[src/rtl/fp_conv_pkg.sv]
// Shared types and constants for the float-to-float conversion paths.
// Holds rounding modes, flag indices, FP classes and the stage-1 to stage-2 bundle.
package fp_conv_pkg;

  localparam int unsigned ExpInW  = 11;
  localparam int unsigned SigInW  = 53;
  localparam int unsigned ExpOutW = 8;
  localparam int unsigned SigOutW = 24;
  localparam int unsigned ExpW    = ExpInW + 1;

  localparam int BiasDiff = (2 ** (ExpInW - 1) - 1) - (2 ** (ExpOutW - 1) - 1);

  localparam logic [2:0] RM_RNE = 3'b000;
  localparam logic [2:0] RM_RTZ = 3'b001;
  localparam logic [2:0] RM_RDN = 3'b010;
  localparam logic [2:0] RM_RUP = 3'b011;
  localparam logic [2:0] RM_RMM = 3'b100;

  localparam int unsigned FLAG_NV = 4;
  localparam int unsigned FLAG_DZ = 3;
  localparam int unsigned FLAG_OF = 2;
  localparam int unsigned FLAG_UF = 1;
  localparam int unsigned FLAG_NX = 0;

  localparam logic [31:0] FP32_QNAN = 32'h7FC0_0000;

  typedef enum logic [2:0] {
    ClsZero,
    ClsSub,
    ClsNorm,
    ClsInf,
    ClsQnan,
    ClsSnan
  } fp_class_e;

  // exp is the biased FP32 exponent, 0 when the value sits in the subnormal range.
  // near_min/ub_* let stage 2 detect tininess as if the exponent range were unbounded.
  typedef struct packed {
    logic              sign;
    fp_class_e         cls;
    logic [ExpW-1:0]   exp;
    logic [SigOutW-1:0] sig;
    logic              g;
    logic              r;
    logic              s;
    logic              near_min;
    logic              ub_g;
    logic              ub_rs;
    logic [2:0]        rm;
  } s1_bundle_t;

  // Reserved encodings fall through to round-to-nearest-even.
  function automatic logic round_up(input logic [2:0] rm, input logic sign, input logic lsb,
                                    input logic g, input logic r, input logic s);
    logic any;
    any = g | r | s;
    case (rm)
      RM_RTZ:  return 1'b0;
      RM_RDN:  return sign & any;
      RM_RUP:  return ~sign & any;
      RM_RMM:  return g;
      default: return g & (r | s | lsb);
    endcase
  endfunction

endpackage

[src/rtl/fp_round_pack.sv]
// Combinational rounding, overflow/underflow selection and FP32 packing.
// Shared with the integer-to-float path, which only presents zero/normal classes.
module fp_round_pack
  import fp_conv_pkg::*;
(
  input  logic               sign_i,
  input  logic [2:0]         cls_i,
  input  logic [ExpW-1:0]    exp_i,
  input  logic [SigOutW-1:0] sig_i,
  input  logic               g_i,
  input  logic               r_i,
  input  logic               s_i,
  input  logic               near_min_i,
  input  logic               ub_g_i,
  input  logic               ub_rs_i,
  input  logic [2:0]         rm_i,
  output logic [31:0]        res_o,
  output logic [4:0]         flags_o
);

  logic               inc;
  logic [SigOutW:0]   sig_rnd;
  logic [ExpW-1:0]    exp_rnd;
  logic [SigOutW-2:0] frac;
  logic               inexact;
  logic               tiny;
  logic               ovf;
  logic               to_inf;

  always_comb begin
    inc     = round_up(rm_i, sign_i, sig_i[0], g_i, r_i, s_i);
    sig_rnd = {1'b0, sig_i} + (SigOutW + 1)'(inc);
    // A carry past the hidden bit, or a subnormal reaching the hidden bit, bumps the exponent.
    exp_rnd = exp_i + ExpW'(sig_rnd[SigOutW])
            + ExpW'((exp_i == '0) & sig_rnd[SigOutW-1]);
    frac    = sig_rnd[SigOutW] ? sig_rnd[SigOutW-1:1] : sig_rnd[SigOutW-2:0];
    inexact = g_i | r_i | s_i;
    tiny    = (exp_i == '0) & ~(near_min_i & round_up(rm_i, sign_i, 1'b1, ub_g_i, ub_rs_i, 1'b0));
    ovf     = exp_rnd >= ExpW'(2 ** ExpOutW - 1);

    case (rm_i)
      RM_RTZ:  to_inf = 1'b0;
      RM_RDN:  to_inf = sign_i;
      RM_RUP:  to_inf = ~sign_i;
      default: to_inf = 1'b1;
    endcase

    res_o   = '0;
    flags_o = '0;
    case (fp_class_e'(cls_i))
      ClsZero: res_o = {sign_i, 31'b0};
      ClsInf:  res_o = {sign_i, 8'hFF, 23'b0};
      ClsQnan: res_o = FP32_QNAN;
      ClsSnan: begin
        res_o            = FP32_QNAN;
        flags_o[FLAG_NV] = 1'b1;
      end
      default: begin
        if (ovf) begin
          res_o            = to_inf ? {sign_i, 8'hFF, 23'b0} : {sign_i, 8'hFE, 23'h7FFFFF};
          flags_o[FLAG_OF] = 1'b1;
          flags_o[FLAG_NX] = 1'b1;
        end else begin
          res_o            = {sign_i, exp_rnd[ExpOutW-1:0], frac};
          flags_o[FLAG_UF] = tiny & inexact;
          flags_o[FLAG_NX] = inexact;
        end
      end
    endcase
  end

endmodule

[src/rtl/fp_narrow_conv.sv]
// Two-stage FP64-to-FP32 narrowing converter (FCVT.S.D) with valid/ready on both sides.
// Stage 1 unpacks and aligns into the FP32 grid; stage 2 rounds and packs.
module fp_narrow_conv
  import fp_conv_pkg::*;
#(
  parameter int unsigned EXP_IN  = ExpInW,
  parameter int unsigned SIG_IN  = SigInW,
  parameter int unsigned EXP_OUT = ExpOutW,
  parameter int unsigned SIG_OUT = SigOutW
) (
  input  logic                       clk,
  input  logic                       rst_n,
  input  logic                       in_valid,
  output logic                       in_ready,
  input  logic [EXP_IN+SIG_IN-1:0]   in_a,
  input  logic [2:0]                 in_rm,
  output logic                       out_valid,
  input  logic                       out_ready,
  output logic [EXP_OUT+SIG_OUT-1:0] out_res,
  output logic [4:0]                 out_flags
);

  localparam int unsigned ManW = SigInW - 1;
  localparam int unsigned EW   = ExpInW + 2;
  localparam int unsigned PadW = SigOutW + 2;
  localparam int unsigned ExtW = SigInW + PadW;

  logic [ExpInW-1:0] exp_f;
  logic [ManW-1:0]   man;
  logic [SigInW-1:0] sig_in;
  logic [EW-1:0]     e_rb;
  logic [EW-1:0]     sh_full;
  logic              e_le0;
  logic [4:0]        sh;
  logic [ExtW-1:0]   ext;
  s1_bundle_t        s1_new, s1_d, s1_q;

  logic        s1_valid_d, s1_valid_q;
  logic        s2_valid_d, s2_valid_q;
  logic        s1_adv, s2_adv;
  logic [31:0] rp_res, out_res_d, out_res_q;
  logic [4:0]  rp_flags, out_flags_d, out_flags_q;

  always_comb begin
    exp_f   = in_a[ManW +: ExpInW];
    man     = in_a[ManW-1:0];
    sig_in  = {exp_f != '0, man};
    e_rb    = {2'b00, exp_f} - EW'(BiasDiff);
    e_le0   = e_rb[EW-1] | (e_rb == '0);
    sh_full = EW'(1) - e_rb;
    sh      = '0;
    if (e_le0) begin
      sh = (sh_full > EW'(PadW)) ? 5'(PadW) : sh_full[4:0];
    end
    // The zero pad is as wide as the largest shift, so no set bit ever falls off the end.
    ext = {sig_in, {PadW{1'b0}}} >> sh;

    s1_new          = '0;
    s1_new.sign     = in_a[ExpInW+ManW];
    s1_new.rm       = in_rm;
    s1_new.exp      = e_le0 ? '0 : e_rb[ExpW-1:0];
    s1_new.sig      = ext[ExtW-1 -: SigOutW];
    s1_new.g        = ext[ExtW-SigOutW-1];
    s1_new.r        = ext[ExtW-SigOutW-2];
    s1_new.s        = |ext[ExtW-SigOutW-3:0];
    s1_new.near_min = (e_rb == '0) & (&sig_in[SigInW-1 -: SigOutW]);
    s1_new.ub_g     = sig_in[SigInW-SigOutW-1];
    s1_new.ub_rs    = |sig_in[SigInW-SigOutW-2:0];
    s1_new.cls      = ClsNorm;

    if (exp_f == '1) begin
      if (man == '0)          s1_new.cls = ClsInf;
      else if (man[ManW-1])   s1_new.cls = ClsQnan;
      else                    s1_new.cls = ClsSnan;
    end else if (exp_f == '0) begin
      if (man == '0) begin
        s1_new.cls = ClsZero;
      end else begin
        // FP64 subnormals are far below the FP32 range: only a sticky bit survives.
        s1_new.cls      = ClsSub;
        s1_new.exp      = '0;
        s1_new.sig      = '0;
        s1_new.g        = 1'b0;
        s1_new.r        = 1'b0;
        s1_new.s        = 1'b1;
        s1_new.near_min = 1'b0;
      end
    end
  end

  always_comb begin
    s2_adv      = ~s2_valid_q | out_ready;
    s1_adv      = ~s1_valid_q | s2_adv;
    s1_valid_d  = s1_adv ? in_valid : s1_valid_q;
    s1_d        = (in_valid & s1_adv) ? s1_new : s1_q;
    s2_valid_d  = s2_adv ? s1_valid_q : s2_valid_q;
    out_res_d   = (s2_adv & s1_valid_q) ? rp_res : out_res_q;
    out_flags_d = (s2_adv & s1_valid_q) ? rp_flags : out_flags_q;
  end

  fp_round_pack u_round_pack (
    .sign_i     (s1_q.sign),
    .cls_i      (s1_q.cls),
    .exp_i      (s1_q.exp),
    .sig_i      (s1_q.sig),
    .g_i        (s1_q.g),
    .r_i        (s1_q.r),
    .s_i        (s1_q.s),
    .near_min_i (s1_q.near_min),
    .ub_g_i     (s1_q.ub_g),
    .ub_rs_i    (s1_q.ub_rs),
    .rm_i       (s1_q.rm),
    .res_o      (rp_res),
    .flags_o    (rp_flags)
  );

  always_ff @(posedge clk or negedge rst_n) begin
    if (!rst_n) begin
      s1_valid_q  <= 1'b0;
      s2_valid_q  <= 1'b0;
      out_res_q   <= '0;
      out_flags_q <= '0;
    end else begin
      s1_valid_q  <= s1_valid_d;
      s2_valid_q  <= s2_valid_d;
      out_res_q   <= out_res_d;
      out_flags_q <= out_flags_d;
    end
  end

  always_ff @(posedge clk) begin
    s1_q <= s1_d;
  end

  assign in_ready  = s1_adv;
  assign out_valid = s2_valid_q;
  assign out_res   = out_res_q;
  assign out_flags = out_flags_q;

endmodule

[config.mk]
export PLATFORM = sky130hd
export DESIGN_NAME = fp_narrow_conv
export DESIGN_NICKNAME = d
export VERILOG_FILES = /design/src/rtl/fp_conv_pkg.sv /design/src/rtl/fp_round_pack.sv /design/src/rtl/fp_narrow_conv.sv
export SDC_FILE = /design/constraint.sdc
export NUM_CORES = 1
export LEC_CHECK = 0
export BUFFER_PORTS_ARGS = -buffer_cell sky130_fd_sc_hd__buf_2
export CORE_MARGIN = 2
export CORE_UTILIZATION = 40
export CTS_CLUSTER_SIZE = 10
export DETAILED_ROUTE_END_ITERATION = 10
export HOLD_SLACK_MARGIN = 0.15
export PLACE_DENSITY = 0.61
export SLEW_MARGIN = 10
export SYNTH_ARGS = -nofsm -noshare
export SYNTH_HDL_FRONTEND = slang
export SYNTH_SLANG_ARGS = --single-unit
[constraint.sdc]
create_clock -name clk -period 13.66 [get_ports clk]
set_clock_uncertainty 0.15 [all_clocks]
set_input_delay 0.683 -clock clk [delete_from_list [all_inputs] [get_ports clk]]
set_output_delay 0.683 -clock clk [all_outputs]
set_load 0.1 [all_outputs]
==> results of run 1 <==
## worst max-delay path, cell delays in order, from the launching register on
cell	delay (ps)
edfxtp_1	430
nor2_1	180
a2111oi_0	130
o21ai_0	170
ha_1	220
nand3_1	120
nor2_1	220
nand2_1	80
nor2_1	230
nand2_1	130
inv_1	110
nand3_1	90
xor2_1	240
nor2_1	80
fa_1	430
ha_1	260
and3_1	210
nor2_1	80
o21ai_0	80
nand2_1	180
o21a_1	540
a21boi_1	720
a21o_1	230
nor2_1	40
o21ai_0	150
o21ai_0	90
## per-stage QoR
step	util	hold WS [ps]	power, uW	std cells	area, sq um
finish	0.458	280	883	1143	8160
global route	0.458	329	919	1143	8160
floorplan	-	237	548	829	7210
CTS	0.457	310	886	1142	8160
global placement	0.439	299	619	1126	7830
detailed placement	0.439	307	620	1126	7830
## cell type report
type	count	area share
Clock buffer	9	0.0276
Sequential cell	87	0.297
Inverter	11	0.00506
Timing Repair Buffer	118	0.0754
Clock inverter	7	0.0127
Tap cell	229	0.0351
Antenna cell	1	0.000307
Multi-Input combinational cell	681	0.547
## power by group
group	internal [uW]	leakage, uW	switching [uW]	total, uW
Sequential	307	0.000935	17.6	325
Combinational	71.5	0.00196	220	292
Clock	163	0.000161	103	266
## state kept, by name, indices dropped and copies added (netlist names)
| register | cells |
|---|---|
| out_flags | 4 |
| out_res | 32 |
| out_valid | 1 |
| s1_q | 49 |
| s1_valid_q | 1 |
## final timing paths
path | start | endpoint | slack, ps | cells after the start
setup / recovery | s1_q[0] | out_res[22] | 7900 | 25
hold / removal | rst_n | out_res[29] | 280 | 1
setup reg to reg | s1_q[0] | out_res[22] | 7900 | 25
hold reg to reg | out_res[31] | out_res[31] | 310 | 2
max in group asynchronous | rst_n | out_res[12] | 12570 | 1
min in group clk | out_res[31] | out_res[31] | 310 | 2
## routing by layer
layer	share of wire	vias up
li1	-	3369
met5	0	-
met3	0.057	51
met4	0.032	0
met2	0.45	301
met1	0.46	3238
## cell usage after synthesis (all sizes together), types with 7 or more instances
master   instances  area share
a211oi          11       0.013
a21oi           47       0.034
a22o            23       0.028
a22oi            8      0.0090
a2bb2oi         15       0.018
a31oi            8      0.0099
and2            12       0.010
and3            16       0.014
buf             26       0.027
clkbuf          24       0.013
dfrtp           38        0.13
edfxtp          49        0.20
ha               7       0.012
inv             10      0.0052
mux2i           24       0.033
nand2          100       0.053
nand3           36       0.026
nand4           26       0.023
nor2            62       0.036
nor2b           10      0.0087
nor3            28       0.021
nor4            19       0.019
o211ai           9       0.011
o21ai           46       0.032
o22a            15       0.018
o22ai           20       0.017
o31ai           12       0.015
xnor2           13       0.016
xor2            24       0.029
## logic make-up (layout without fill, tap and decap cells)
logic type	Yosys count	count (layout)	share of synthesized area
and+or+nand+nor	345	345	0.248
AOI/OAI and AO/OA	260	260	0.269
DFF	87	87	0.336
buffers and inverters	61	145	0.0452
xor gates and xnor gates	37	37	0.0450
muxes	29	29	0.0412
adders and majority gates	8	8	0.0149
other	1	3	0.000521
==> flow_summary_export.csv, run 1 <==
group,metric,value,unit
grt,use_met1,0.315,
cells_and_area,area_delta_synth_final,13.3,%
timing,worst_pin_slew,1110,ps
synthesis,synth_cells,828,
cells_and_area,drive_gt1_frac,0.186,
grt,antenna_found_initial,1,
clocking,root_buffer,"clkbuf_16",
routing,vias,6959,
hold_path,min_path_type,"input pin to asynchronous set/reset pin",
die,initial_utilization,0.404,
critical_path,crit_path_start_kind,"register",
clocking,cts.clk_slew.worst_paths,60,ps
timing,worst_slew_margin_rel,0.255,
die,dieHeight,138,um
placed_design,place_ws,7830,ps
grt,grt_pass1_vias,6799,
timing,setup_ws,7900,ps
synthesis,ys_ff_latch,87,
pwr,ir_drop,105,uV
critical_path,critPathMaxFanout,20,
die,core,17800,sq um
timing,final.min_clock_period,5760,ps
clocking,cts_buffer_depth,2,
timing,setup_viol,0,
cells_and_area,final_cell_mix,"buf_2 (108), nand2_1 (98), nor2_1 (58)",
synthesis,yosys_warnings,0,
clocking,post-cts-setup-buffers,0,
routing,routedWlPerCell,19.1,um
synthesis,synth_seq_area_share,0.336,
clocking,htreeDepth,3,
clocking,cts-resized-gates,0,
timing,drv_slew,0,
grt,grt-busiest-layer,"met2",
grt,gr-total-overflow,0,
cells_and_area,layout.nets,987,
cells_and_area,multi_input_area,4470,sq um
grt,grt_usage,0.228,
critical_path,worstPathArrival,5780,ps
grt,grt_max_degree,50,
die,die_w,138,um
grt,grt_use_met3,0.0242,
timing,finalHoldViolations,0,
routing,drt_first_iter_violations,629,
cells_and_area,fillers,1770,
clocking,ctsHoldBuffers,0,
run_status,status,"completed",
cells_and_area,final_common_cell,"buf_2",
placed_design,dp_hpwl,16500,um
die,dieArea,19100,sq um
clocking,cts_inserted_buffers,9,
die,rows,49,
pwr,powerDensity,108,nW/um^2
grt,grt_pass1_wl,35800,um
routing,vias_per_cell,6.09,
synthesis,ys_async_sr_fraction,0.437,
grt,grt_use_met2,0.362,
placed_design,gp_congestion,0.941,
die,pin_count,110,
synthesis,synth_area,7200,sq um
job,max-cap-violations,0,
critical_path,worstSetupPathType,"register to register",
critical_path,cp.required,13690,ps
timing,final.setup.tns,0,ps
critical_path,cp-end-kind,"register",
timing,rsz0062_at_grt,"no",
timing,max_freq,0.174,GHz
routing,firstDrtPassIters,8,
synthesis,synth_edf_count,49,
pwr,leakagePower,0.00306,uW
clocking,cts_tree,"done",
placed_design,place.port_buffers,108,
clocking,worstSkewPairLatency,340,ps
timing,period_share,0.421,
routing,ant_nets,0,
synthesis,syn_area_per_cell,8.70,sq um
synthesis,synth_cell_type_count,90,
synthesis,ys.flop_type,"edfxtp_1",
clocking,cts.sinks,87,
routing,routed_wl,21800,um
cells_and_area,seq_area,2420,sq um
routing,drc_errors,0,
No activity file was read; power rests on OpenSTA's default activity.
==> run 2: changes to the inputs <==
==> constraint.sdc (replaced) <==
create_clock -name clk -period 5.9 [get_ports clk]
set_clock_uncertainty 0.15 [all_clocks]
set_input_delay 0.295 -clock clk [delete_from_list [all_inputs] [get_ports clk]]
set_output_delay 0.295 -clock clk [all_outputs]
set_load 0.1 [all_outputs]
==> run 2 against run 1 <==
Compared with the run above: setup slack got worse by 7000 ps; critical endpoint unchanged; critical path depth rose by 2; register-to-register slack lost 7000 ps; critical path type unchanged; combinational power rose by 130%; largest power group unchanged; final cell count up 1.2%; largest cell class unchanged.
==> flow_summary_export.csv, run 2 (synthesis gave the netlist of run 1 again) <==
group,metric,value,unit
pwr,leakagePower,0.00311,uW
clocking,root_buffer,"clkbuf_16",
cells_and_area,layout.nets,1002,
timing,worst_pin_slew,1110,ps
pwr,ir_drop,244,uV
routing,drt_first_iter_violations,637,
cells_and_area,fin_area,8270,sq um
run_status,status,"completed",
die,core,17800,sq um
clocking,cts-resized-gates,0,
timing,setup_viol,0,
timing,final.setup.tns,0,ps
placed_design,place.port_buffers,108,
timing,drv_slew,0,
routing,drc_errors,0,
critical_path,crit_start,"s1_q[0]",
routing,vias,7008,
critical_path,cp.required,5990,ps
hold_path,min_path_type,"input pin to register",
die,dieArea,19100,sq um
die,rows,49,
critical_path,worstSetupPathType,"register to register",
timing,finalHoldViolations,0,
routing,vias_per_cell,6.06,
timing,holdWs,245,ps
clocking,htreeDepth,3,
clocking,cts.clk_slew.worst_paths,60,ps
cells_and_area,final_common_cell,"buf_2",
pwr,p_total,2010,uW
clocking,post-cts-setup-buffers,0,
cells_and_area,fillers,1737,
placed_design,dp_hpwl,16800,um
timing,period_share,0.848,
critical_path,critPathMaxFanout,20,
critical_path,worstPathArrival,5090,ps
cells_and_area,largest_reg_flops,49,
cells_and_area,area_delta_synth_final,14.9,%
timing,final.min_clock_period,5000,ps
cells_and_area,multi_input_area,4470,sq um
critical_path,regToRegStartpoint,"s1_q[0]",
cells_and_area,final_cell_mix,"buf_2 (108), nand2_1 (98), nor2_1 (58)",
grt,gr-total-overflow,0,
placed_design,gp_congestion,0.964,
cells_and_area,largest_register,"s1_q",
timing,worst_slew_margin_rel,0.260,
routing,routedWlPerCell,19.0,um
critical_path,crit_path_start_kind,"register",
grt,grt_pass1_wl,35900,um
clocking,cts_tree,"done",
cells_and_area,diodes,0,
die,pin_count,110,
clocking,cts_buffer_depth,2,
pwr,powerDensity,242,nW/um^2
die,initial_utilization,0.404,
grt,grt_max_degree,50,
routing,routed_wl,22000,um
die,die_w,138,um
grt,grt_pass1_vias,6771,
cells_and_area,drive_gt1_frac,0.189,
timing,rsz0062_at_grt,"no",
clocking,cts_inserted_buffers,9,
critical_path,cp-end-kind,"register",
job,max-cap-violations,0,
placed_design,placed_area,7880,sq um
clocking,cts.sinks,87,
cells_and_area,seq_area,2420,sq um
timing,max_freq,0.200,GHz
routing,firstDrtPassIters,5,
grt,antenna_found_initial,0,
hold_path,hold_path.startpoint,"in_a[59]",
clocking,worstSkewPairLatency,340,ps
die,dieHeight,138,um
routing,ant_nets,0,
grt,grt_usage,0.227,
-- run 2: changes by cell type in the layout (fill, tap and decap cells not counted), sizes merged, moves of 3 or more --
cell         delta
buf             +6
dlygate4sd3     +9
inv             -3
clkbuf          +4
-- run 2: timing repair --
item / in CTS / in global routing
hold endpoints to repair: 45 / 0
endpoints found under the setup margin: 0 / 0
hold buffers: 9 / 0
-- run 2: worst paths after layout --
kind | to | slack (ps) | cells after the start
worst max-delay path | out_res[22] | 900 | 27
worst min-delay path | s1_q[40] | 250 | 2
worst max register to register | out_res[22] | 900 | 27
worst min register to register | out_res[31] | 320 | 2
max in group asynchronous | out_res[2] | 4650 | 2
min in group asynchronous | out_res[25] | 430 | 2
-- run 2: cell type report --
| cell class | count | share of cell area |
|---|---|---|
| Clock buffer | 13 | 0.0319 |
| Clock inverter | 3 | 0.00514 |
| Inverter | 11 | 0.00499 |
| Multi-Input combinational cell | 681 | 0.540 |
| Sequential cell | 87 | 0.293 |
| Tap cell | 229 | 0.0346 |
| Timing Repair Buffer | 133 | 0.0907 |
-- run 2: report_power, final --
part / switching, uW / internal (uW) / total (uW)
registers: 40.7 / 712 / 753
clock network: 216 / 355 / 571
logic: 510 / 172 / 682
total: 767 / 1240 / 2010
-- run 2: worst max-delay path, stage by stage (launching register included) --
cell and delay, ps:
edfxtp_1 440, nor2_1 160, a2111oi_0 100, o21ai_0 170, ha_1 200, nand3_1 120
nor2_1 200, nand2_1 80, nor2_1 230, nand2_1 140, inv_1 120, nand3_1 100
xor2_1 140, nor2_1 60, fa_1 430, ha_1 260, and3_1 200, and3_1 160
o21ai_0 150, nand2_1 150, o21a_1 140, buf_4 190, a21boi_1 140, buf_4 170
a21o_1 170, o21ai_0 120, o21ai_0 90, o21ai_0 130
-- run 2: through the flow --
step	util	cells	worst slack [ps]
finish	0.464	1157	900
global route	0.464	1157	158
CTS	0.464	1157	899
detailed placement	0.441	1132	838
global placement	0.441	1132	889
floorplan	-	829	1050
-- run 2: routing by layer --
metal | wire length, um | track usage | part of all wire
met1 | 9640 | 0.309 | 0.44
met4 | 883 | 0.108 | 0.040
met5 | 0 | 0 | 0
met3 | 1520 | 0.0208 | 0.069
met2 | 10000 | 0.367 | 0.45
==> run 3: changes to the inputs <==
--- a/config.mk
+++ b/config.mk
@@ -11,7 +11,7 @@
 export CTS_CLUSTER_SIZE = 10
 export DETAILED_ROUTE_END_ITERATION = 10
 export HOLD_SLACK_MARGIN = 0.15
-export PLACE_DENSITY = 0.61
+export PLACE_DENSITY = 0.63
 export SLEW_MARGIN = 10
 export SYNTH_ARGS = -nofsm -noshare
 export SYNTH_HDL_FRONTEND = slang
==> constraint.sdc (replaced) <==
create_clock -name clk -period 4.58 [get_ports clk]
set_clock_uncertainty 0.15 [all_clocks]
set_input_delay 0.229 -clock clk [delete_from_list [all_inputs] [get_ports clk]]
set_output_delay 0.229 -clock clk [all_outputs]
set_load 0.1 [all_outputs]
==> run 3 against run 2 <==
Compared with the run above: routed wire length rose by 1.6%; combinational power rose by 36%; clock-buffer cell count fell by 3; die area did not move.
==> flow_summary_export.csv, run 3 (synthesis gave the netlist of run 1 again) <==
group,metric,value,unit
run_status,status,"completed",
cells_and_area,final_common_cell,"buf_2",
timing,setup_ws,35.1,ps
pwr,powerDensity,300,nW/um^2
timing,drv_slew,0,
grt,antenna_found_initial,1,
routing,vias,7350,
critical_path,worst-path-stages,20,
cells_and_area,layout.nets,1055,
cells_and_area,diodes,0,
placed_design,gp_congestion,0.972,
critical_path,path_buf_inv,1,
grt,grt_pass1_wl,35900,um
grt,grt_use_met2,0.371,
timing,period_share,0.992,
cells_and_area,fin_area,8850,sq um
die,initial_utilization,0.404,
hold_path,min_path_cells,2,
cells_and_area,largest_reg_flops,49,
grt,use_met1,0.309,
clocking,worstSkewPairLatency,330,ps
critical_path,critPathMaxFanout,6,
routing,vias_per_cell,6.07,
die,die_w,138,um
critical_path,crit_path_start_kind,"register",
clocking,cts.sinks,87,
critical_path,path_common_cell,"o21ai_1",
pwr,ir_drop,337,uV
critical_path,critPathSlowestCell,"or4_1",
timing,setup_viol,0,
grt,gr-total-overflow,0,
timing,final.min_clock_period,4540,ps
die,dieHeight,138,um
timing,max_freq,0.220,GHz
clocking,cts.clk_slew.worst_paths,60,ps
clocking,root_buffer,"clkbuf_16",
timing,rsz0062_at_grt,"yes",
clocking,cts_tree,"done",
placed_design,place_ws,-290,ps
placed_design,dpl.cell_count,1175,
timing,worst_pin_slew,1030,ps
grt,grt_max_degree,50,
pwr,leakagePower,0.00342,uW
die,core,17800,sq um
routing,ant_nets,0,
cells_and_area,drive_gt1_frac,0.255,
routing,drt_first_iter_violations,577,
critical_path,cp_top_family,"simple AND/OR/NAND/NOR gates",
job,max-cap-violations,0,
critical_path,cp.required,4690,ps
clocking,cts_buffer_depth,2,
grt,grt_pass1_vias,6890,
clocking,cts_inserted_buffers,9,
grt,grt_use_met3,0.0239,
timing,finalHoldViolations,0,
hold_path,min_path_type,"input pin to register",
critical_path,rr_worst_depth,20,
placed_design,placed_area,8230,sq um
clocking,htreeDepth,3,
cells_and_area,final_cells,1210,
die,dieArea,19100,sq um
routing,firstDrtPassIters,5,
grt,grt_usage,0.227,
timing,worst_slew_margin_rel,0.314,
die,rows,49,
placed_design,place.port_buffers,108,
critical_path,worstSetupPathType,"register to register",
routing,routedWlPerCell,18.5,um
timing,final.setup.tns,0,ps
critical_path,worstPathArrival,4660,ps
critical_path,cp-end-kind,"register",
routing,routed_wl,22400,um
grt,grt-busiest-layer,"met2",
critical_path,critPathMaxStageDelay,530,ps
placed_design,dp_hpwl,16900,um
die,pin_count,110,
cells_and_area,area_delta_synth_final,22.8,%
cells_and_area,largest_register,"s1_q",
routing,drc_errors,0,
cells_and_area,final_cell_mix,"buf_2 (108), nand2_1 (97), buf_4 (62)",
critical_path,critical_path.cell_chain,"or3_1 > nand3_1 > o21ai_2 > ha_2 > ha_1 > and3_1 > and3_1 > nand3_1 > nor3_4 > fa_2 > ha_4 > nand4_1 > or4_1 > o21a_2 > buf_6 > a21boi_4 > a21o_1 > o21ai_1 > o21ai_1 > o21ai_1",
==> run 3: layout make-up <==
cell class	count	area, sq um
Sequential cell	87	2420
Inverter	11	41.3
Multi-Input combinational cell	682	4600
Clock inverter	6	85.1
Timing Repair Buffer	185	1180
Tap cell	229	287
Fill cell	1690	8990
Clock buffer	10	229
==> run 3: where the power goes <==
part           switching (uW)  internal, uW
logic                     673           256
registers                54.7           918
clock network             278           475
total                    1010          1650
==> run 3: path summary, 6_finish.rpt <==
path	start	end	slack (ps)
setup / recovery	s1_q[6]	out_res[22]	40
hold / removal	in_a[56]	s1_q[37]	160
setup reg to reg	s1_q[6]	out_res[22]	40
hold reg to reg	out_res[31]	out_res[31]	330
max in group asynchronous	rst_n	out_res[8]	3380
min in group asynchronous	rst_n	out_res[25]	380
==> run 3: timing repair <==
action / in CTS / in global routing
gates resized for setup: 6 / 35
pin swaps: 1 / 17
hold buffers: 10 / 0
gates cloned: 0 / 1
setup buffers: 0 / 8
hold endpoints to repair: 46 / 0
setup endpoints to repair: 23 / 25
==> run 3: stage by stage <==
step                hold slack (ps)   util  total power (uW)
finish                          164  0.496              2650
global route                    173  0.496              2760
CTS                             156  0.486              2650
detailed placement              219  0.462              1880
global placement                214  0.462              1880
floorplan                      -217      -              1640
==> run 3: worst register-to-register path, cell delays in order, from the launching register on <==
cell and delay, ps:
edfxtp_1 410, or3_1 410, nand3_1 120, o21ai_2 70, ha_2 190, ha_1 190
and3_1 190, and3_1 190, nand3_1 170, nor3_4 80, fa_2 390, ha_4 280
nand4_1 70, or4_1 530, o21a_2 260, buf_6 140, a21boi_4 130, a21o_1 200
o21ai_1 120, o21ai_1 80, o21ai_1 110
==> run 3: layer usage <==
layer / routed length [um] / share of wire / vias to the layer above
met2: 10500 / 0.47 / 340
li1: - / - / 3491
met1: 9870 / 0.44 / 3467
met4: 700 / 0.031 / 2
met5: 13 / 0.00058 / -
met3: 1290 / 0.058 / 50
